**src/rtl/cmp_defs.sv**
```systemverilog
// Shared definitions for the pipelined magnitude comparator: default geometry,
// cascade seed values and the geometry legality check used at elaboration.
package cmp_defs;
    localparam int   DEFAULT_WIDTH = 32;
    localparam int   DEFAULT_CHUNK = 8;
    localparam logic EQ_SEED       = 1'b1;
    localparam logic GT_SEED       = 1'b0;

    function automatic bit geometry_ok(input int width, input int chunk);
        return (chunk >= 1) && (chunk <= width) && ((width % chunk) == 0);
    endfunction
endpackage

```
**src/rtl/chunk_comp.sv**
```systemverilog
// One cascade cell: folds a CHUNK-bit slice into the running eq/gt flags.
// Once gt is set or eq is cleared, later (less significant) chunks cannot change the verdict.
module chunk_comp #(
    parameter int CHUNK = 8
) (
    input  logic [CHUNK-1:0] a,
    input  logic [CHUNK-1:0] b,
    input  logic             eq_prev,
    input  logic             gt_prev,
    output logic             eq,
    output logic             gt
);
    assign gt = gt_prev | (eq_prev & (a > b));
    assign eq = eq_prev & (a == b);
endmodule

```
**src/rtl/pipelined_comp.sv**
```systemverilog
// Pipelined MSB-first magnitude comparator, one CHUNK per stage, with a single global
// advance signal for valid/ready flow control. Signed mode maps to offset binary on entry.
module pipelined_comp
    import cmp_defs::*;
#(
    parameter int WIDTH = DEFAULT_WIDTH,
    parameter int CHUNK = DEFAULT_CHUNK
) (
    input  logic             clock,
    input  logic             reset_n,
    input  logic             in_valid,
    output logic             in_ready,
    input  logic [WIDTH-1:0] in_a,
    input  logic [WIDTH-1:0] in_b,
    input  logic             in_signed,
    output logic             out_valid,
    input  logic             out_ready,
    output logic             out_eq,
    output logic             out_gt,
    output logic             out_lt
);
    localparam int STAGES = WIDTH / CHUNK;
    localparam logic [WIDTH-1:0] SIGN_BIT = WIDTH'(1) << (WIDTH - 1);

    if (!geometry_ok(WIDTH, CHUNK)) begin : g_bad_geometry
        $error("pipelined_comp: WIDTH (%0d) must be a nonzero multiple of CHUNK (%0d)", WIDTH, CHUNK);
    end

    logic              advance;
    logic [STAGES-1:0] valid_q, eq_q, gt_q;
    logic [STAGES-1:0] valid_d, eq_d, gt_d;
    logic [WIDTH-1:0]  a_m, b_m;

    // Flipping the sign bit turns two's complement ordering into plain unsigned ordering.
    assign a_m = in_a ^ (in_signed ? SIGN_BIT : '0);
    assign b_m = in_b ^ (in_signed ? SIGN_BIT : '0);

    assign advance  = !valid_q[STAGES-1] || out_ready;
    assign in_ready = advance;

    for (genvar gi = 0; gi < STAGES; gi++) begin : g_stage
        localparam int IN_W = WIDTH - gi * CHUNK;

        logic [IN_W-1:0] op_a, op_b;
        logic            eq_prev, gt_prev;

        if (gi == 0) begin : g_head
            assign op_a        = a_m;
            assign op_b        = b_m;
            assign eq_prev     = EQ_SEED;
            assign gt_prev     = GT_SEED;
            assign valid_d[gi] = in_valid;
        end else begin : g_body
            assign op_a        = g_stage[gi-1].g_rem.a_q;
            assign op_b        = g_stage[gi-1].g_rem.b_q;
            assign eq_prev     = eq_q[gi-1];
            assign gt_prev     = gt_q[gi-1];
            assign valid_d[gi] = valid_q[gi-1];
        end

        chunk_comp #(.CHUNK(CHUNK)) u_chunk (
            .a       (op_a[IN_W-1 -: CHUNK]),
            .b       (op_b[IN_W-1 -: CHUNK]),
            .eq_prev (eq_prev),
            .gt_prev (gt_prev),
            .eq      (eq_d[gi]),
            .gt      (gt_d[gi])
        );

        // Only the not-yet-compared low bits travel on; the last stage carries none.
        if (gi < STAGES - 1) begin : g_rem
            logic [IN_W-CHUNK-1:0] a_q, b_q;

            always_ff @(posedge clock) begin
                if (advance && valid_d[gi]) begin
                    a_q <= op_a[IN_W-CHUNK-1:0];
                    b_q <= op_b[IN_W-CHUNK-1:0];
                end
            end
        end
    end

    always_ff @(posedge clock) begin
        if (!reset_n) begin
            valid_q <= '0;
            eq_q    <= '0;
            gt_q    <= '0;
        end else if (advance) begin
            valid_q <= valid_d;
            for (int k = 0; k < STAGES; k++) begin
                if (valid_d[k]) begin
                    eq_q[k] <= eq_d[k];
                    gt_q[k] <= gt_d[k];
                end
            end
        end
    end

    assign out_valid = valid_q[STAGES-1];
    assign out_eq    = out_valid & eq_q[STAGES-1];
    assign out_gt    = out_valid & gt_q[STAGES-1];
    assign out_lt    = out_valid & !eq_q[STAGES-1] & !gt_q[STAGES-1];
endmodule

```
**config.mk**
```make
export PLATFORM = sky130hd
export DESIGN_NAME = pipelined_comp
export DESIGN_NICKNAME = d
export VERILOG_FILES = /design/src/rtl/cmp_defs.sv /design/src/rtl/chunk_comp.sv /design/src/rtl/pipelined_comp.sv
export SDC_FILE = /design/constraint.sdc
export NUM_CORES = 1
export LEC_CHECK = 0
export ABC_AREA = 1
export BUFFER_PORTS_ARGS = -buffer_cell sky130_fd_sc_hd__buf_2
export CORE_MARGIN = 4
export CORE_UTILIZATION = 55
export DETAILED_ROUTE_END_ITERATION = 12
export GPL_TIMING_DRIVEN = 0
export PLACE_DENSITY = 0.89
export SLEW_MARGIN = 25
export SYNTH_ARGS = -nofsm -noshare
export SYNTH_HDL_FRONTEND = slang
export SYNTH_SLANG_ARGS = --single-unit
```
**constraint.sdc**
```tcl
create_clock -name clock -period 3.4 [get_ports clock]
set_clock_uncertainty 0.15 [all_clocks]
set_input_delay 0.68 -clock clock [delete_from_list [all_inputs] [get_ports clock]]
set_output_delay 0.68 -clock clock [all_outputs]
set_load 0.01 [all_outputs]
```
==> flow_summary.ini <==
[timing]
max_freq_mhz = 475
report.final.slew_viol_count = 0
min_period_ns = 2.10
setup_tns_ns = 0
hold_viol = 0
tightest_slew_ns = 0.908
setup_slack_ns = 1.30
whs_ns = 0.262
slew_headroom = 0.394
rsz0062_at_grt = false
period_share = 0.619
finalSetupViolations = 0

[finish]
layout-drive-gt1-share = 0.245
final_util = 0.675
fillers = 501
multi_input_area_um2 = 938
register_area_um2 = 3120
syn2layout_area_growth_pct = 16.8
fin_cells = 499
nNetsFinal = 496
diodes = 0

[yosys]
ys_types = 19
ys_async_sr_fraction = 0
yosysMostFrequentCell = edfxtp_1
synth_top_flop_cell = edfxtp_1
synthTopCellsByCount = edfxtp_1 (96), inv_1 (53), nand2_1 (50)
seq_area_frac_synth = 0.733
synth-edff-count = 96
syn_area_um2 = 4260
synth_area_leaders = edfxtp_1 (68%), ha_1 (9.4%), dfxtp_1 (5.6%)
syn_avg_cell_area_um2 = 13.8
yosys_warnings = 0
netlist_instances = 309
synth_largest_area_cell = edfxtp_1
synth-seq-cells = 108
yosysTopAreaCellShare = 0.677
synth_nets = 410

[placement]
pre_cts_slack_ns = 1.18
portBuffers = 73
gp_congestion = 0.770
dpl.hpwl_mm = 4.72
dpl.cell_count = 483

[detailed_routing]
initialDrtViolationCount = 77
ant_nets = 0
num_vias = 2379
drc = 0
vias_per_cell = 4.77
dr.pass1.iters = 4
drt_wl_total_mm = 6.26
wire_per_inst_um = 12.5

[die]
core_area_um2 = 7370
initial_core_util = 0.578
ios = 74
fp-row-count = 31
die_h_um = 96.0
die_w_um = 96.0
dieArea_um2 = 9210

[worst_setup_path]
worstPathRequired_ns = 2.57
cpMaxStageDelayCell = nor2_4
crit_family = buffers and inverters
crit_chain = buf_2 -> nor2_4 -> inv_2 -> buf_2
r2r_slack_ns = 1.58
slowest_delay_ns = 0.23
worstPathArrival_ns = 1.27
r2r-end = gt_q[2]
cp_max_fo = 8
path_buf_inv = 3
startpoint = out_ready
reg2reg_from = valid_q[3]
crit_top_cell = buf_2
cp-end-kind = primary output
start_kind = primary input
r2r_cells = 6
critPathKind = in -> out

[pwr]
swShare = 0.220
powerDensity_nw_per_um2 = 481
p_comb_frac = 0.073
clockPowerShare = 0.285
p_switching_mw = 0.526
intPower_mw = 1.87
power_frac_seq = 0.642
power.leakage_nw = 2.17
ir_drop_mv = 0.377

[min_path]
holdCritStartpoint = g_stage[0].g_rem.b_q[0]
whs_path_depth = 0
holdPathEnd = g_stage[1].g_rem.b_q[0]
min_path_type = reg -> reg

[clocking]
cts_root_buf = clkbuf_8
ctsHtreeMaxLevel = 3
cts_sinks = 108
clk_pin_slew_ns = 0.10
clock_latency_ns = 0.36
cts_buffers = 9
postCtsHoldBufs = 0
cts_tree = built
post_cts.repair.setup_buffers = 0
cts-resized-gates = 0
cts_buffer_depth = 2

[global_route]
grt.busiest_layer = met2
grt_util_met2 = 0.259
grtUsageMet3 = 0.0453
grt.total_usage = 0.150
use_met1 = 0.167
grt_max_degree = 35
first_global_vias = 2365
grt_pass1_wl_mm = 10.1
antenna_found_initial = 0
overflow = 0

[run]
drv_cap = 0

[run_status]
status = finished clean
cells by family (layout without fill, tap and decap cells):
family / after synthesis / in the layout / share of synthesized area
adder cells (fa/ha/maj): 32 / 32 / 0.0940
AND/OR/NAND/NOR: 78 / 78 / 0.0738
flip-flops: 108 / 108 / 0.733
AO/OA/AOI/OAI: 34 / 34 / 0.0461
buffers and inverters: 55 / 146 / 0.0485
XOR/XNOR: 2 / 2 / 0.00411
layer usage:
layer / wire [um] / vias to the layer above
li1: - / 1225
met3: 287 / 16
met4: 189 / 0
met1: 2450 / 1083
met2: 3340 / 55
met5: 0 / -
stage by stage:
stage,area (um2),power [mW]
after floorplan,4260,1.66
after global routing,4970,2.50
after detailed placement,4800,1.74
after CTS,4970,2.40
final,4970,2.39
after global placement,4750,1.72
power by group through the flow:
stage | registers, mW | clock network, mW | logic [mW]
after global routing | 1.54 | 0.758 | 0.203
after floorplan | 1.56 | 0 | 0.0998
final | 1.54 | 0.681 | 0.175
after detailed placement | 1.57 | 0 | 0.177
after CTS | 1.54 | 0.689 | 0.179
after global placement | 1.56 | 0 | 0.156
worst max path at each step:
stage / end / slack (ns) / depth (start not counted)
after floorplan: gt_q[1] / 0.57 / 5
after global placement: gt_q[1] / -0.06 / 6
after detailed placement: gt_q[2] / 1.18 / 6
after CTS: in_ready / 1.28 / 4
after global routing: in_ready / 1.19 / 4
final: in_ready / 1.30 / 4
worst reg2reg max path: stages (launching register included):
cell	delay, ns
dfxtp_1	0.35
inv_2	0.08
nor2_4	0.06
nor2_2	0.69
inv_1	0.17
nor2_1	0.14
a21oi_1	0.08
cell type report:
type / count / share of cell area
Sequential cell: 108 / 0.628
Timing Repair Buffer: 75 / 0.0830
Clock buffer: 11 / 0.0264
Multi-Input combinational cell: 146 / 0.189
Tap cell: 99 / 0.0249
Inverter: 55 / 0.0415
Clock inverter: 5 / 0.00755
flip-flops by register name, indices dropped and copies added (netlist names):
register and count:
eq_q 4, gt_q 4, valid_q 4, g_stage.g_rem.a_q 48, g_stage.g_rem.b_q 48
layout by cell type, fill, tap and decap left out, drive strengths merged, types with 4 or more instances in the layout:
cell type,instances
nor2,22
nand2,51
clkbuf,11
ha,32
inv,56
buf,75
a21oi,21
edfxtp,96
a21o,4
o21ai,6
dfxtp,12
No activity file was read; power rests on OpenSTA's default activity.
